===== src/rtl/aes_pkg.sv =====
// Shared definitions for the parametrised AES/Rijndael round blocks:
// mode encoding, legal state widths and ShiftRows row offsets.
package aes_pkg;

  localparam logic MODE_FWD = 1'b0;
  localparam logic MODE_INV = 1'b1;

  function automatic bit nb_legal(input int nb);
    return (nb == 4) || (nb == 6) || (nb == 8);
  endfunction

  // Rijndael widens the row 2/3 offsets only for the 256-bit state.
  function automatic int row_offset(input int nb, input int r);
    if ((nb == 8) && (r >= 2)) return r + 1;
    return r;
  endfunction

endpackage


===== src/rtl/shift_rows_perm.sv =====
// Combinational ShiftRows / InvShiftRows byte permutation over an NB-column state.
// Pure wiring: every output byte is a 2:1 mux between two fixed input bytes.
module shift_rows_perm
  import aes_pkg::*;
#(
  parameter int NB = 4
) (
  input  logic            mode,
  input  logic [32*NB-1:0] state,
  output logic [32*NB-1:0] shifted
);

  if (!nb_legal(NB)) begin : g_nb_check
    $error("shift_rows_perm: NB must be 4, 6 or 8");
  end

  for (genvar r = 0; r < 4; r++) begin : g_row
    for (genvar c = 0; c < NB; c++) begin : g_col
      localparam int CR    = row_offset(NB, r);
      localparam int FWD_C = (c + CR) % NB;
      localparam int INV_C = (c + NB - CR) % NB;
      assign shifted[r*NB*8 + 8*c +: 8] = (mode == MODE_INV)
                                          ? state[r*NB*8 + 8*INV_C +: 8]
                                          : state[r*NB*8 + 8*FWD_C +: 8];
    end
  end

endmodule


===== src/rtl/shift_rows_pipe.sv =====
// Two-stage valid/ready pipeline around the ShiftRows permutation.
// S1 captures the raw input, S2 captures the permuted state; full throughput, lossless stall.
module shift_rows_pipe
  import aes_pkg::*;
#(
  parameter int NB = 4
) (
  input  logic             clk,
  input  logic             rst_n,
  input  logic             in_valid,
  output logic             in_ready,
  input  logic             in_mode,
  input  logic [32*NB-1:0] in_data,
  output logic             out_valid,
  input  logic             out_ready,
  output logic             out_mode,
  output logic [32*NB-1:0] out_data
);

  localparam int W = 32 * NB;

  if (!nb_legal(NB)) begin : g_nb_check
    $error("shift_rows_pipe: NB must be 4, 6 or 8");
  end

  logic         s1_valid;
  logic         s1_mode;
  logic [W-1:0] s1_data;
  logic         s2_valid;
  logic         s2_mode;
  logic [W-1:0] s2_data;
  logic [W-1:0] perm_data;
  logic         s1_load;
  logic         s2_load;

  // S2 may refill in the same cycle it drains, so in_ready sees out_ready directly.
  assign s2_load  = s1_valid && (!s2_valid || out_ready);
  assign in_ready = !s1_valid || s2_load;
  assign s1_load  = in_valid && in_ready;

  shift_rows_perm #(
    .NB(NB)
  ) u_perm (
    .mode    (s1_mode),
    .state   (s1_data),
    .shifted (perm_data)
  );

  always_ff @(posedge clk) begin
    if (!rst_n) begin
      s1_valid <= 1'b0;
      s1_mode  <= MODE_FWD;
      s1_data  <= '0;
    end else if (s1_load) begin
      s1_valid <= 1'b1;
      s1_mode  <= in_mode;
      s1_data  <= in_data;
    end else if (s2_load) begin
      s1_valid <= 1'b0;
    end
  end

  // Data and mode only change on a load, which keeps them stable under backpressure.
  always_ff @(posedge clk) begin
    if (!rst_n) begin
      s2_valid <= 1'b0;
      s2_mode  <= MODE_FWD;
      s2_data  <= '0;
    end else if (s2_load) begin
      s2_valid <= 1'b1;
      s2_mode  <= s1_mode;
      s2_data  <= perm_data;
    end else if (out_ready) begin
      s2_valid <= 1'b0;
    end
  end

  assign out_valid = s2_valid;
  assign out_mode  = s2_mode;
  assign out_data  = s2_data;

endmodule


===== config.mk =====
export PLATFORM = sky130hd
export DESIGN_NAME = shift_rows_pipe
export DESIGN_NICKNAME = d
export VERILOG_FILES = /design/src/rtl/aes_pkg.sv /design/src/rtl/shift_rows_perm.sv /design/src/rtl/shift_rows_pipe.sv
export SDC_FILE = /design/constraint.sdc
export NUM_CORES = 1
export LEC_CHECK = 0
export ABC_CLOCK_PERIOD_IN_PS = 1800
export CAP_MARGIN = 40
export CORE_ASPECT_RATIO = 0.6
export CORE_MARGIN = 2
export CORE_UTILIZATION = 30
export CTS_BUF_LIST = sky130_fd_sc_hd__clkbuf_4 sky130_fd_sc_hd__clkbuf_8
export CTS_CLUSTER_SIZE = 10
export DETAILED_ROUTE_END_ITERATION = 8
export PLACE_DENSITY = 0.61
export SYNTH_ARGS = -nofsm -noshare
export SYNTH_HDL_FRONTEND = slang
export SYNTH_SLANG_ARGS = --single-unit

===== constraint.sdc =====
create_clock -name clk -period 1.8 [get_ports clk]
set_input_delay 0.54 -clock clk [delete_from_list [all_inputs] [get_ports clk]]
set_output_delay 0.54 -clock clk [all_outputs]
set_load 0.01 [all_outputs]

Yosys cells after proc, flatten, opt, wreduce, memory -nomap -nowiden:

Cells that the tools add are included.

* memories kept: 0
* latch bits: 0
* RAM bits: 0
* register bits after elaboration: 260
* ROM bits: 0

* $mul: 0
* bitwise gates (word level): 0
* magnitude comparators: 0
* $add $sub $neg: 0
* mux-type cells: 12
* reductions and logical operators: 8
* divide/modulo/power cells: 0
* equality and inequality tests: 0
* shift-type cells: 0

Operators with widths (number)
* $mux 8: 8
* $mux 1: 4
* $reduce_bool 2->1: 2
* $logic_and 1x1->1: 2
* $logic_not 1->1: 2
* $logic_or 1x1->1: 2

Logic depth before layout (Yosys ltp):

* word-level depth: 6
* depth in mapped cells: 6
* mapped depth without buffers: 3

Hierarchy:

A second synthesis with hierarchy kept.

* cells, all modules: 1293
* area, all modules: 11612.4 um^2

By module, submodules not included
* shift_rows_pipe: area an instance 10054.6 um^2, cells an instance 1158, times used 1, seq. area each 5205.0 um^2
* shift_rows_perm: area an instance 1557.7 um^2, cells an instance 135, times used 1, seq. area each 0.0 um^2

Worst setup path after synthesis:

OpenSTA, ideal clock, no wires.

* path type: input-to-output
* start point: input out_ready
* end point: output in_ready
* stages on the path: 4
* arrival: 1.147 ns
* path buffers: 2
* slack: 0.113 ns
* cells stage by stage: nor2b_1 buf_4 clkbuf_1 nand2_1

* longest elaborated chain between the ends: 3

Ends and longest elaborated chain
* start: declaration: RTL line shift_rows_pipe.sv:15 `input logic out_ready,`
* $logic_or 1x1->1: RTL line shift_rows_pipe.sv:37 `assign s2_load = s1_valid && (!s2_valid || out_ready);`
* $logic_and 1x1->1: RTL line shift_rows_pipe.sv:37
* $logic_or 1x1->1: RTL line shift_rows_pipe.sv:38 `assign in_ready = !s1_valid || s2_load;`
* end: declaration: RTL line shift_rows_pipe.sv:11 `output logic in_ready,`

No other way between the ends.

Worst setup path after layout:

* start point: register s2_data[81] (netlist: out_data[81])
* end point: output out_data[81]

RTL lines
* start: declaration: RTL line shift_rows_pipe.sv:31 `logic [W-1:0] s2_data;`
* start signal: assignment: RTL line shift_rows_pipe.sv:72 `s2_data <= perm_data;`
* end: declaration: RTL line shift_rows_pipe.sv:17 `output logic [32*NB-1:0] out_data`

No word-level cell between the ends.

==> results.cfg <==
[status]
status = finished, final reports clean

[routing]
drc = 0
vias_per_cell = 4.82
drt_iter0_drc = 467
drt_pass1_iterations = 5
via_count = 9133
wl_per_cell_um = 17.0
wl_mm = 32.2
ant_nets = 0

[critical_path]
cp.required_ns = 1.26
cp-end-kind = output port
crit_type = reg -> out
path_buf_inv = 1
crit_chain = dlygate4sd2_1
cp.arrival_ns = 1.20
timing.rr.end = s1_data[110]$_SDFFE_PN0P_
cp-start-kind = flip-flop
ff2ff_setup_slack_ns = 0.11
reg2reg_from = out_valid$_SDFFE_PN0P_
r2r_cells = 7
cp_slowest_cell = dfxtp_1
cp_top_family = flip-flops
slowest_delay_ns = 0.37
critPathMaxFanout = 2

[timing]
relSlewSlack = 0.531
finalSetupViolCount = 0
period_minus_slack_ns = 1.74
slew_violations = 0
clock.fmax_mhz = 576
finalHoldWorstSlack_ns = 0.395
rsz0062_at_grt = yes
hold_viol = 0
finalClockSkew_ns = 0.0143
fin_crit_sh = 0.965
max_slew.worst_pin.slew_ns = 0.703

[global_routing]
grt_antenna_before_repair = 3
grt_pass1_wl_mm = 49.1
grt_max_degree = 91
grtUsageTotal = 0.168
grt.overflow.total = 0
grt_pass1_vias = 8898

[clocking]
clk_pin_slew_ns = 0.06
clock_sinks = 260
htreeDepth = 2
numCtsBuffers = 43
cts_tree = built
ctsLongestPathBuffers = 3
insertion_delay_ns = 0.55
root_buffer = clkbuf_8
holdBufCountCts = 0

[worst_hold_path]
hold_path_end = s1_data[116]$_SDFFE_PN0P_
hold_class = in -> reg
hold_depth = 3
worstHoldStart = rst_n

[placement]
routabilityCongestion = 0.763
portBuffers = 263
dp_hpwl_mm = 21.9
post_dp_cell_area_mm2 = 0.0138

[yosys]
netlist_instances = 1159
synth_seq_cells = 260
synth_area_leader_cell = dfxtp_1
syn_nets = 1292
yosysSeqAreaShare = 0.494
synth_cell_type_count = 20
avgSynthCellArea_um2 = 9.10
syn_area_mm2 = 0.0105
synth_warnings = 0
yosys.area.top_type_share = 0.494
synth_area_leaders = dfxtp_1 (49%), mux2i_1 (18%), nand2_1 (9.2%)

[pwr]
peakVddDrop_uv = 382
p_switching_uw = 3420
clkPwrFrac = 0.402
seqPwrFrac = 0.467
switching_share = 0.254
p_int_uw = 10000
power.leakage_uw = 0.00603
comb_power_share = 0.131
power.density_mw_per_mm2 = 924

[floorplanning]
die_y_um = 149
fp.dieW_um = 246
io_pins = 264
core_mm2 = 0.0348
start_util = 0.303
num_rows = 53
fp.dieArea_mm2 = 0.0367

[cells_and_area]
syn2layout_area_growth_pct = 38.1
drive_above_1_share = 0.0975
layout_commonest_cell = nand2_1
final_cell_mix = nand2_1 (259), dfxtp_1 (257), mux2i_1 (193)
design_area_mm2 = 0.0146
fin_nets = 1532
fill_cells = 3485

[job]
drv_cap = 0
## how the worst max path moves through the flow
stage / start / end / cells past startpoint
finish: out_data[81]$_SDFFE_PN0P_ / out_data[81] / 1
global route: out_valid$_SDFFE_PN0P_ / in_ready / 3
CTS: out_valid$_SDFFE_PN0P_ / in_ready / 3
detailed placement: out_ready / s1_data[110]$_SDFFE_PN0P_ / 7
global placement: out_ready / in_ready / 4
floorplan: out_ready / in_ready / 4
## flip-flops by register name, summed over array words and instances (netlist names)
name,count
s1_valid,1
out_mode,1
s1_data,128
s1_mode,1
out_data,128
out_valid,1
## stage by stage
step	std cells	utilization	setup slack, ns	setup TNS, ns	total power [µW]
CTS	1891	0.418	-0.0111	-0.0111	13700
global placement	1820	0.398	-0.487	-73.32	8240
global route	1893	0.418	-0.00987	-0.00987	14100
detailed placement	1820	0.398	-0.487	-74.72	8280
finish	1894	0.418	0.0630	0	13500
floorplan	1159	-	0.113	0	7320
## worst min-delay path, stage by stage
cell,delay [ns]
clkbuf_8,0.19
nand2_1,0.10
mux2i_1,0.05
## metal layers
metal | track usage | vias up | share of wire
met5 | 0 | - | 0.00040
met4 | 0.0409 | 2 | 0.018
met3 | 0.0437 | 46 | 0.067
met2 | 0.268 | 230 | 0.45
met1 | 0.227 | 4356 | 0.47
li1 | - | 4499 | -
## cell usage after synthesis (all sizes together)
master,count
dfxtp,260
nand2,259
mux2i,193
a21oi,131
clkbuf,71
nand3,65
o21ai,65
a211oi,64
buf,44
nor2,2
a21boi,1
clkinv,1
inv,1
nand2b,1
nor2b,1
## cell families after synthesis
kind of cell,synth area share
AO/OA/AOI/OAI,0.140
buffers and inverters,0.0571
flip-flops,0.494
multiplexers,0.183
AND/OR/NAND/NOR,0.126
## power by group through the flow
stage	Combinational [µW]	Sequential, µW	Clock [µW]
final	1770	6280	5410
after global placement	1850	6390	0
after global routing	1910	6310	5860
after CTS	1790	6280	5610
after detailed placement	1880	6400	0
after floorplan	899	6420	0
## timing repair
item	CTS	global route
gates cloned	0	0
gates resized for setup	154	19
setup endpoints to repair	131	19
setup buffers	0	1
## layout make-up
| type | count | area, µm² | share of cell area |
|---|---|---|---|
| sequential | 260 | 5210 | 0.358 |
| multi-input combinational | 782 | 4750 | 0.326 |
| timing repair buffer | 310 | 3120 | 0.214 |
| clock buffer | 65 | 795 | 0.0546 |
| tap | 467 | 584 | 0.0401 |
| clock inverter | 6 | 82.6 | 0.00567 |
| inverter | 2 | 10.0 | 0.000687 |
| antenna | 2 | 5.00 | 0.000344 |
(Power assumes the default switching activity.)
